### src/rtl/io_link_responder.sv
`default_nettype none
// +----------------------------------------------------------------------------+
// | Module   : io_link_responder                                               |
// | Purpose  : Four-phase CPU I/O responder bridging to TX/RX valid/ready FIFOs |
// | Revision : 1.0 - initial release                                           |
// +----------------------------------------------------------------------------+
module io_link_responder #(
  parameter int DEPTH = 4,
  parameter int DW    = 28
) (
  input  logic          clk,
  input  logic          rst,
  input  logic          y1,
  input  logic [DW+1:0] y2,
  output logic          x1,
  output logic [DW+1:0] x2,
  output logic [DW-1:0] out_data,
  output logic          out_valid,
  input  logic          out_ready,
  input  logic [DW-1:0] in_data,
  input  logic          in_valid,
  output logic          in_ready
);

  localparam int c_AW = $clog2(DEPTH);
  localparam int c_CW = c_AW + 1;
  localparam logic [1:0] c_OP_STATUS = 2'b00;
  localparam logic [1:0] c_OP_PUSH   = 2'b01;
  localparam logic [1:0] c_OP_POP    = 2'b10;

  typedef enum logic [0:0] {
    S_IDLE = 1'b0,
    S_ACK  = 1'b1
  } state_t;

  state_t r_state;

  logic [DW-1:0]   r_tx_mem [DEPTH];
  logic [c_AW-1:0] r_tx_wr, r_tx_rd;
  logic [c_CW-1:0] r_tx_count;
  logic [DW-1:0]   r_rx_mem [DEPTH];
  logic [c_AW-1:0] r_rx_wr, r_rx_rd;
  logic [c_CW-1:0] r_rx_count;

  logic [1:0]    w_op;
  logic          w_cmd;
  logic          w_tx_full, w_rx_empty;
  logic          w_tx_push, w_tx_pop, w_rx_push, w_rx_pop;
  logic [DW-1:0] w_status;

  // Full/empty decisions use the counts registered at the start of the cycle.
  assign w_op       = y2[DW+1:DW];
  assign w_cmd      = (r_state == S_IDLE) && y1;
  assign w_tx_full  = (r_tx_count == c_CW'(DEPTH));
  assign w_rx_empty = (r_rx_count == '0);
  assign w_tx_push  = w_cmd && (w_op == c_OP_PUSH) && !w_tx_full;
  assign w_tx_pop   = out_valid && out_ready;
  assign w_rx_push  = in_valid && in_ready;
  assign w_rx_pop   = w_cmd && (w_op == c_OP_POP) && !w_rx_empty;

  assign out_valid = (r_tx_count != '0);
  assign out_data  = r_tx_mem[r_tx_rd];
  assign in_ready  = (r_rx_count != c_CW'(DEPTH));

  always_comb begin
    w_status      = '0;
    w_status[6:4] = 3'(r_tx_count);
    w_status[2:0] = 3'(r_rx_count);
  end

  always_ff @(posedge clk) begin
    if (w_tx_push) r_tx_mem[r_tx_wr] <= y2[DW-1:0];
    if (w_rx_push) r_rx_mem[r_rx_wr] <= in_data;
  end

  always_ff @(posedge clk) begin
    if (rst) begin
      r_tx_wr    <= '0;
      r_tx_rd    <= '0;
      r_tx_count <= '0;
      r_rx_wr    <= '0;
      r_rx_rd    <= '0;
      r_rx_count <= '0;
    end else begin
      if (w_tx_push) r_tx_wr <= r_tx_wr + c_AW'(1);
      if (w_tx_pop)  r_tx_rd <= r_tx_rd + c_AW'(1);
      if (w_rx_push) r_rx_wr <= r_rx_wr + c_AW'(1);
      if (w_rx_pop)  r_rx_rd <= r_rx_rd + c_AW'(1);
      r_tx_count <= r_tx_count + c_CW'(w_tx_push) - c_CW'(w_tx_pop);
      r_rx_count <= r_rx_count + c_CW'(w_rx_push) - c_CW'(w_rx_pop);
    end
  end

  always_ff @(posedge clk) begin
    if (rst) begin
      r_state <= S_IDLE;
      x1      <= 1'b0;
      x2      <= '0;
    end else begin
      case (r_state)
        S_IDLE: begin
          if (y1) begin
            x1      <= 1'b1;
            r_state <= S_ACK;
            case (w_op)
              c_OP_STATUS: x2 <= {2'b00, w_status};
              c_OP_PUSH:   x2 <= {w_tx_full, 1'b0, {DW{1'b0}}};
              c_OP_POP:    x2 <= w_rx_empty ? '0 : {2'b01, r_rx_mem[r_rx_rd]};
              default:     x2 <= {2'b10, w_status};
            endcase
          end
        end
        default: begin
          // x2 deliberately holds across the ack fall until the next command.
          if (!y1) begin
            x1      <= 1'b0;
            r_state <= S_IDLE;
          end
        end
      endcase
    end
  end

endmodule
`default_nettype wire
### config.mk
export PLATFORM = sky130hd
export DESIGN_NAME = io_link_responder
export DESIGN_NICKNAME = d
export VERILOG_FILES = /design/src/rtl/io_link_responder.sv
export SDC_FILE = /design/constraint.sdc
export NUM_CORES = 1
export LEC_CHECK = 0
export CORE_MARGIN = 5
export CORE_UTILIZATION = 46
export DETAILED_ROUTE_END_ITERATION = 12
export GPL_ROUTABILITY_DRIVEN = 0
export HOLD_SLACK_MARGIN = 0.03
export PLACE_DENSITY = 0.69
export SLEW_MARGIN = 30
export SYNTH_ARGS = -nofsm -noshare
export SYNTH_HDL_FRONTEND = slang
export SYNTH_SLANG_ARGS = --single-unit
### constraint.sdc
create_clock -name clk -period 3 [get_ports clk]
set_input_delay 0.9 -clock clk [delete_from_list [all_inputs] [get_ports clk]]
set_output_delay 0.9 -clock clk [all_outputs]
set_load 0.02 [all_outputs]
==> results of run 1 <==
area by class of cell:
| cell class | count | area (um^2) |
|---|---|---|
| fillers | 1635 | 8990 |
| flip-flops and latches | 274 | 7730 |
| multi-input cells | 202 | 2360 |
| repair buffers | 151 | 1520 |
| clock buffers | 43 | 808 |
| well taps | 280 | 350 |
| clock inverters | 8 | 86.3 |
| inverters | 13 | 48.8 |
final timing paths:
| kind | from | to | cells after the start |
|---|---|---|---|
| setup / recovery | flop | out_data[6] | 3 |
| hold / removal | x2[29] | x2[29] | 2 |
| setup reg to reg | r_tx_count[2] | r_tx_count[2] | 11 |
| hold reg to reg | x2[29] | x2[29] | 2 |
placed cells by master, fill, tap and decap left out, types with 3 or more instances in the layout:
cell / instances
edfxtp_1: 224
clkdlybuf4s50_1: 93
mux4_2: 56
dfxtp_1: 48
clkbuf_16: 29
dlygate4sd2_1: 29
a21o_1: 22
nor3b_1: 21
buf_4: 19
nor2_1: 16
inv_1: 13
ha_1: 13
clkbuf_1: 11
nor2b_1: 9
and3_1: 8
buf_12: 8
a21oi_1: 7
xnor2_1: 4
nand3_1: 4
or3_1: 3
a31oi_1: 3
o2bb2ai_1: 3
a32oi_1: 3
a211oi_1: 3
o21ai_0: 3
clkinv_1: 3
clkbuf_8: 3
clkinv_2: 3
critical path, stage by stage (launching register included):
cell	delay, ns
dfxtp_4	0.40
buf_12	0.18
mux4_2	0.54
dlygate4sd2_1	0.34
power by group through the flow:
| stage | clock (W) | combinational (W) | sequential, W |
|---|---|---|---|
| 2_1_floorplan | 0 | 0.00104 | 0.00454 |
| 3_3_place_gp | 0 | 0.00167 | 0.00456 |
| 3_5_place_dp | 0 | 0.00171 | 0.00457 |
| 4_1_cts | 0.00340 | 0.00165 | 0.00451 |
| 5_1_grt | 0.00358 | 0.00174 | 0.00454 |
| 6_report | 0.00332 | 0.00161 | 0.00451 |
per-layer routing:
metal	up-vias	routed length [um]
li1	2374	-
met1	2660	8130
met2	160	9650
met3	36	1390
met4	2	411
met5	-	8
state kept, by name, indices dropped and copies added, names as in the netlist, 2 cells and up, named ones only:
name	flops
r_rx_mem	112
r_tx_mem	112
x2	30
r_rx_count	3
r_tx_count	3
r_rx_rd	2
r_rx_wr	2
r_tx_rd	2
r_tx_wr	2
kinds of logic (layout without fill, tap and decap cells):
family	after synthesis	after routing	synth area share
AOI/OAI and AO/OA	51	51	0.0360
xor gates and xnor gates	6	6	0.00511
adders and majority gates	15	15	0.0197
buffers and inverters	38	215	0.0196
DFF	274	274	0.751
muxes	57	57	0.124
and+or+nand+nor	73	73	0.0445
repair_timing:
| item | in CTS | in global routing |
|---|---|---|
| cloned | 1 | 0 |
| resized for setup | 30 | 1 |
| hold buffers | 0 | 0 |
| endpoints found under the hold margin | 0 | 0 |
| endpoints found under the setup margin | 29 | 4 |
stage by stage:
step | setup TNS (ns) | area (um^2) | utilization
global route | 0 | 12900 | 0.589
finish | 0 | 12900 | 0.589
CTS | 0 | 12900 | 0.589
global placement | -12.93 | 12000 | 0.549
detailed placement | -17.90 | 12000 | 0.549
floorplan | 0 | 10300 | -
==> impl_results.md, run 1 <==
- Status: finished, final reports clean
- Die X: 160 um
- Non-filler instance count after layout: 971
- Pleak: 4.45 nW
- GR Util met2: 0.250
- Pre-CTS setup slack: -0.298 ns
- Hpwl dp: 12500 um
- GRT busiest layer: met2
- Tightest Pin Transition: 0.883 ns
- Total number of vias: 5232
- Sw frac: 0.240
- Initial antenna violation count: 1
- CTS clk-pin slew, worst paths: 0.06 ns
- Max clock buf depth: 3
- Max_slew headroom: 0.410
- Fin crit share: 0.965
- Post-layout power: 0.00944 W
- Worst min-delay path class: flop to flop
- Syn avg cell area: 20.0 um^2
- Routed wire length: 19600 um
- Input/output buffers: 123
- First-pass GRT wire length: 30800 um
- I/O pins: 124
- Top post-synthesis cells by area: edfxtp_1 (65%), mux4_2 (12%), dfxtp_1 (9.7%)
- Vias in the first global route: 5678
- Tmin final: 2.89 ns
- Iter 0 DRT Violations: 281
- Slew Viols, Final: 0
- Synth warn: 0
- TritonCTS clock tree: done
- Setup Skew: 0.0103 ns
- Met3 global-route usage: 0.0461
- Comb pwr share: 0.171
- Layout cell share with drive strength beyond 1: 0.184
- Fraction of registers with async set/reset: 0
- CP max FO: 14
- Sinks on Clock Net: 274
- Drt wl/cell: 20.2 um
- Post-synth EDFFs: 224
- Later-pin clock latency in the skew report: 0.52 ns
- Layout Nets: 748
- Core Area: 21900 um^2
- Final Hold Viols: 0
- Yosys cell types: 45
- Starting density of the core: 0.470
- Vias per inst: 5.39
- Die area: 25400 um^2
- Antenna-violating nets left: 0
- H-tree lvl count: 1
- Register share of total power: 0.478
- Detailed-route DRC error count: 0
- Syn_nets: 592
- Internal Pwr Total: 0.00717 W
- RSZ-0062 raised after global routing: no
- Placed cells: 919
- CP Launch Type: flop
- Setup crit end kind: primary output
- Row cnt: 54
- Fin Hold WS: 0.474 ns
- Switch Pwr: 0.00227 W
- Register-to-Register Setup Slack: 0.58 ns
- Largest net degree at the start of global routing: 38
- PwrDens: 732 nW/um^2
- Cells after Synth: 514
- CTS buffer count: 28
- Register bit total from synthesis: 274
- Clk root buf: clkbuf_16
- Peak supply drop: 0.562 mV
- CP required: 2.10 ns
- # Post-CTS Setup Buffers: 0
- Total global routing track utilization: 0.151
- CP arrival: 1.99 ns
- Max-cap violations: 0
- Global routing met1 resource utilization: 0.198
- Clock share of power: 0.351
- Seq/Total Area, Yosys: 0.751
- Number of setup violations in the final report: 0
- Die Span Y: 160 um
- Area growth, synth to finish: 25.5%
- Final WS setup: 0.106 ns
- Most numerous cell in the Yosys netlist: edfxtp_1
- Synth Flop Type: edfxtp_1
- Post-synth top cells: edfxtp_1 (224), mux4_2 (56), dfxtp_1 (50), a21o_1 (22), nor3b_1 (21)
- FMAX: 0.346 GHz
- Post-Syn Area: 10300 um^2
- Cell taking the most area after synthesis: edfxtp_1
- GRT Residual Overflow: 0
- CP Class: flop to primary output
- Share of the synthesized area in the top cell type: 0.654
- Antenna Cells: 0
- Pre-Repair DR Iteration Count: 4
No activity file was read; power rests on OpenSTA's default activity.
==> run 2: changes to the inputs <==
--- a/config.mk
+++ b/config.mk
@@ -7,11 +7,11 @@
 export LEC_CHECK = 0
 export CORE_MARGIN = 5
 export CORE_UTILIZATION = 46
+export CTS_CLUSTER_DIAMETER = 60
 export DETAILED_ROUTE_END_ITERATION = 12
 export GPL_ROUTABILITY_DRIVEN = 0
 export HOLD_SLACK_MARGIN = 0.03
 export PLACE_DENSITY = 0.69
-export SLEW_MARGIN = 30
 export SYNTH_ARGS = -nofsm -noshare
 export SYNTH_HDL_FRONTEND = slang
 export SYNTH_SLANG_ARGS = --single-unit
==> impl_results.md, run 2 (synthesis gave the netlist of run 1 again) <==
- Design Area, Final: 12900 um^2
- Antenna-violating nets left: 0
- Drt wl/cell: 20.2 um
- Most common cell after layout, fill and taps aside: edfxtp_1
- Number of setup violations in the final report: 0
- Total global routing track utilization: 0.151
- Final WS setup: 0.0843 ns
- Max-cap violations: 0
- Initial antenna violation count: 1
- Routed wire length: 19600 um
- First-pass GRT wire length: 30800 um
- Fin crit share: 0.972
- Starting density of the core: 0.470
- CP Launch Type: flop
- Die area: 25400 um^2
- H-tree lvl count: 1
- Crit-path slowest cell: mux4_2
- Status: finished, final reports clean
- Delay-heaviest family, CP: buffers and inverters
- Core Area: 21900 um^2
- RSZ-0062 raised after global routing: no
- Die X: 160 um
- Area growth, synth to finish: 25.5%
- Layout Nets: 749
- CP max FO: 14
- I/O pins: 124
- Layout cell share with drive strength beyond 1: 0.187
- Row cnt: 54
- GRT Residual Overflow: 0
- Setup Skew: 0.00961 ns
- Setup crit end kind: primary output
- Tmin final: 2.92 ns
- Input/output buffers: 123
- Largest net degree at the start of global routing: 38
- Iter 0 DRT Violations: 302
- Worst min-delay path class: flop to flop
- Max clock buf depth: 3
- Placed cells: 919
- Largest registers: r_rx_mem: 112 flops, r_tx_mem: 112 flops, x2: 30 flops
- Hold_buf cts: 0
- Hpwl dp: 12500 um
- Pre-Repair DR Iteration Count: 4
- Clk root buf: clkbuf_16
- Non-filler instance count after layout: 974
- Final Hold Viols: 0
- CP cell instances: clkbuf_16, mux4_2, dlygate4sd2_1
- Antenna Cells: 0
- Pre-CTS setup slack: -0.298 ns
- Tightest Pin Transition: 0.878 ns
- TritonCTS clock tree: done
- CTS buffer count: 29
- Total number of vias: 5243
- Largest stage delay on the critical path: 0.52 ns
- Vias in the first global route: 5630
- Sinks on Clock Net: 274
- Commonest cells after routing, fill and taps aside: edfxtp_1 (224), clkdlybuf4s50_1 (93), mux4_2 (56), dfxtp_1 (48), clkbuf_16 (30)
- FMAX: 0.343 GHz
- Slew Viols, Final: 0
- Max_slew headroom: 0.414
- Peak supply drop: 0.462 mV
- CP arrival: 2.02 ns
- Buf+Inv Stages, Crit Path: 2
- Die Span Y: 160 um
- PwrDens: 731 nW/um^2
- Detailed-route DRC error count: 0
- Area after DPL: 12000 um^2
- CTS clk-pin slew, worst paths: 0.06 ns
- CP required: 2.10 ns
- Post-layout power: 0.00944 W
- Vias per inst: 5.38
- CP Class: flop to primary output
- Pleak: 4.45 nW
- # Post-CTS Setup Buffers: 0
- Later-pin clock latency in the skew report: 0.53 ns
run 2: path summary, 6_finish.rpt:
kind,start,cells past startpoint,endpoint,slack [ns]
max reg2reg,r_tx_count[2],11,r_tx_count[2],0.58
min reg2reg,x2[29],2,x2[29],0.47
max,flop,3,out_data[22],0.08
min,x2[29],2,x2[29],0.47
run 2: tightest hold or removal path: cells and delay by family (launching register included):
family	cells	cell delay [ns]
AOI/OAI and AO/OA	1	0.05
DFF	1	0.31
and+or+nand+nor	1	0.06
run 2: power breakdown:
group,total (W),internal (W),switching (W),leakage (nW)
registers,0.00450,0.00436,0.000145,2.44
logic,0.00161,0.000794,0.000819,1.57
clock network,0.00332,0.00200,0.00133,0.441
total,0.00944,0.00715,0.00229,4.45
run 2: cell type report:
cell class | count | area, um^2
Clock inverter | 7 | 65.1
Clock buffer | 47 | 843
Fill cell | 1636 | 8980
Timing Repair Buffer | 151 | 1520
Inverter | 13 | 48.8
Sequential cell | 274 | 7730
Multi-Input combinational cell | 202 | 2360
Tap cell | 280 | 350
run 2: through the flow:
| step | TNS [ns] | hold WS, ns | util |
|---|---|---|---|
| finish | 0 | 0.474 | 0.590 |
| floorplan | 0 | 0.484 | - |
| global route | 0 | 0.500 | 0.590 |
| CTS | 0 | 0.480 | 0.589 |
| detailed placement | -17.90 | 0.469 | 0.549 |
| global placement | -12.93 | 0.467 | 0.549 |
run 2: metal layers:
metal / wire length (um) / part of all wire / track usage / vias up
met3: 1570 / 0.080 / 0.0476 / 29
met4: 297 / 0.015 / 0.0302 / 2
met2: 9750 / 0.50 / 0.255 / 170
met5: 8 / 0.00041 / 0 / -
met1: 8000 / 0.41 / 0.195 / 2658
li1: - / - / - / 2384
run 2: timing repair:
action,CTS,global route
resized for setup,29,0
pin swaps,0,0
setup endpoints to repair,29,2
cloned,0,1
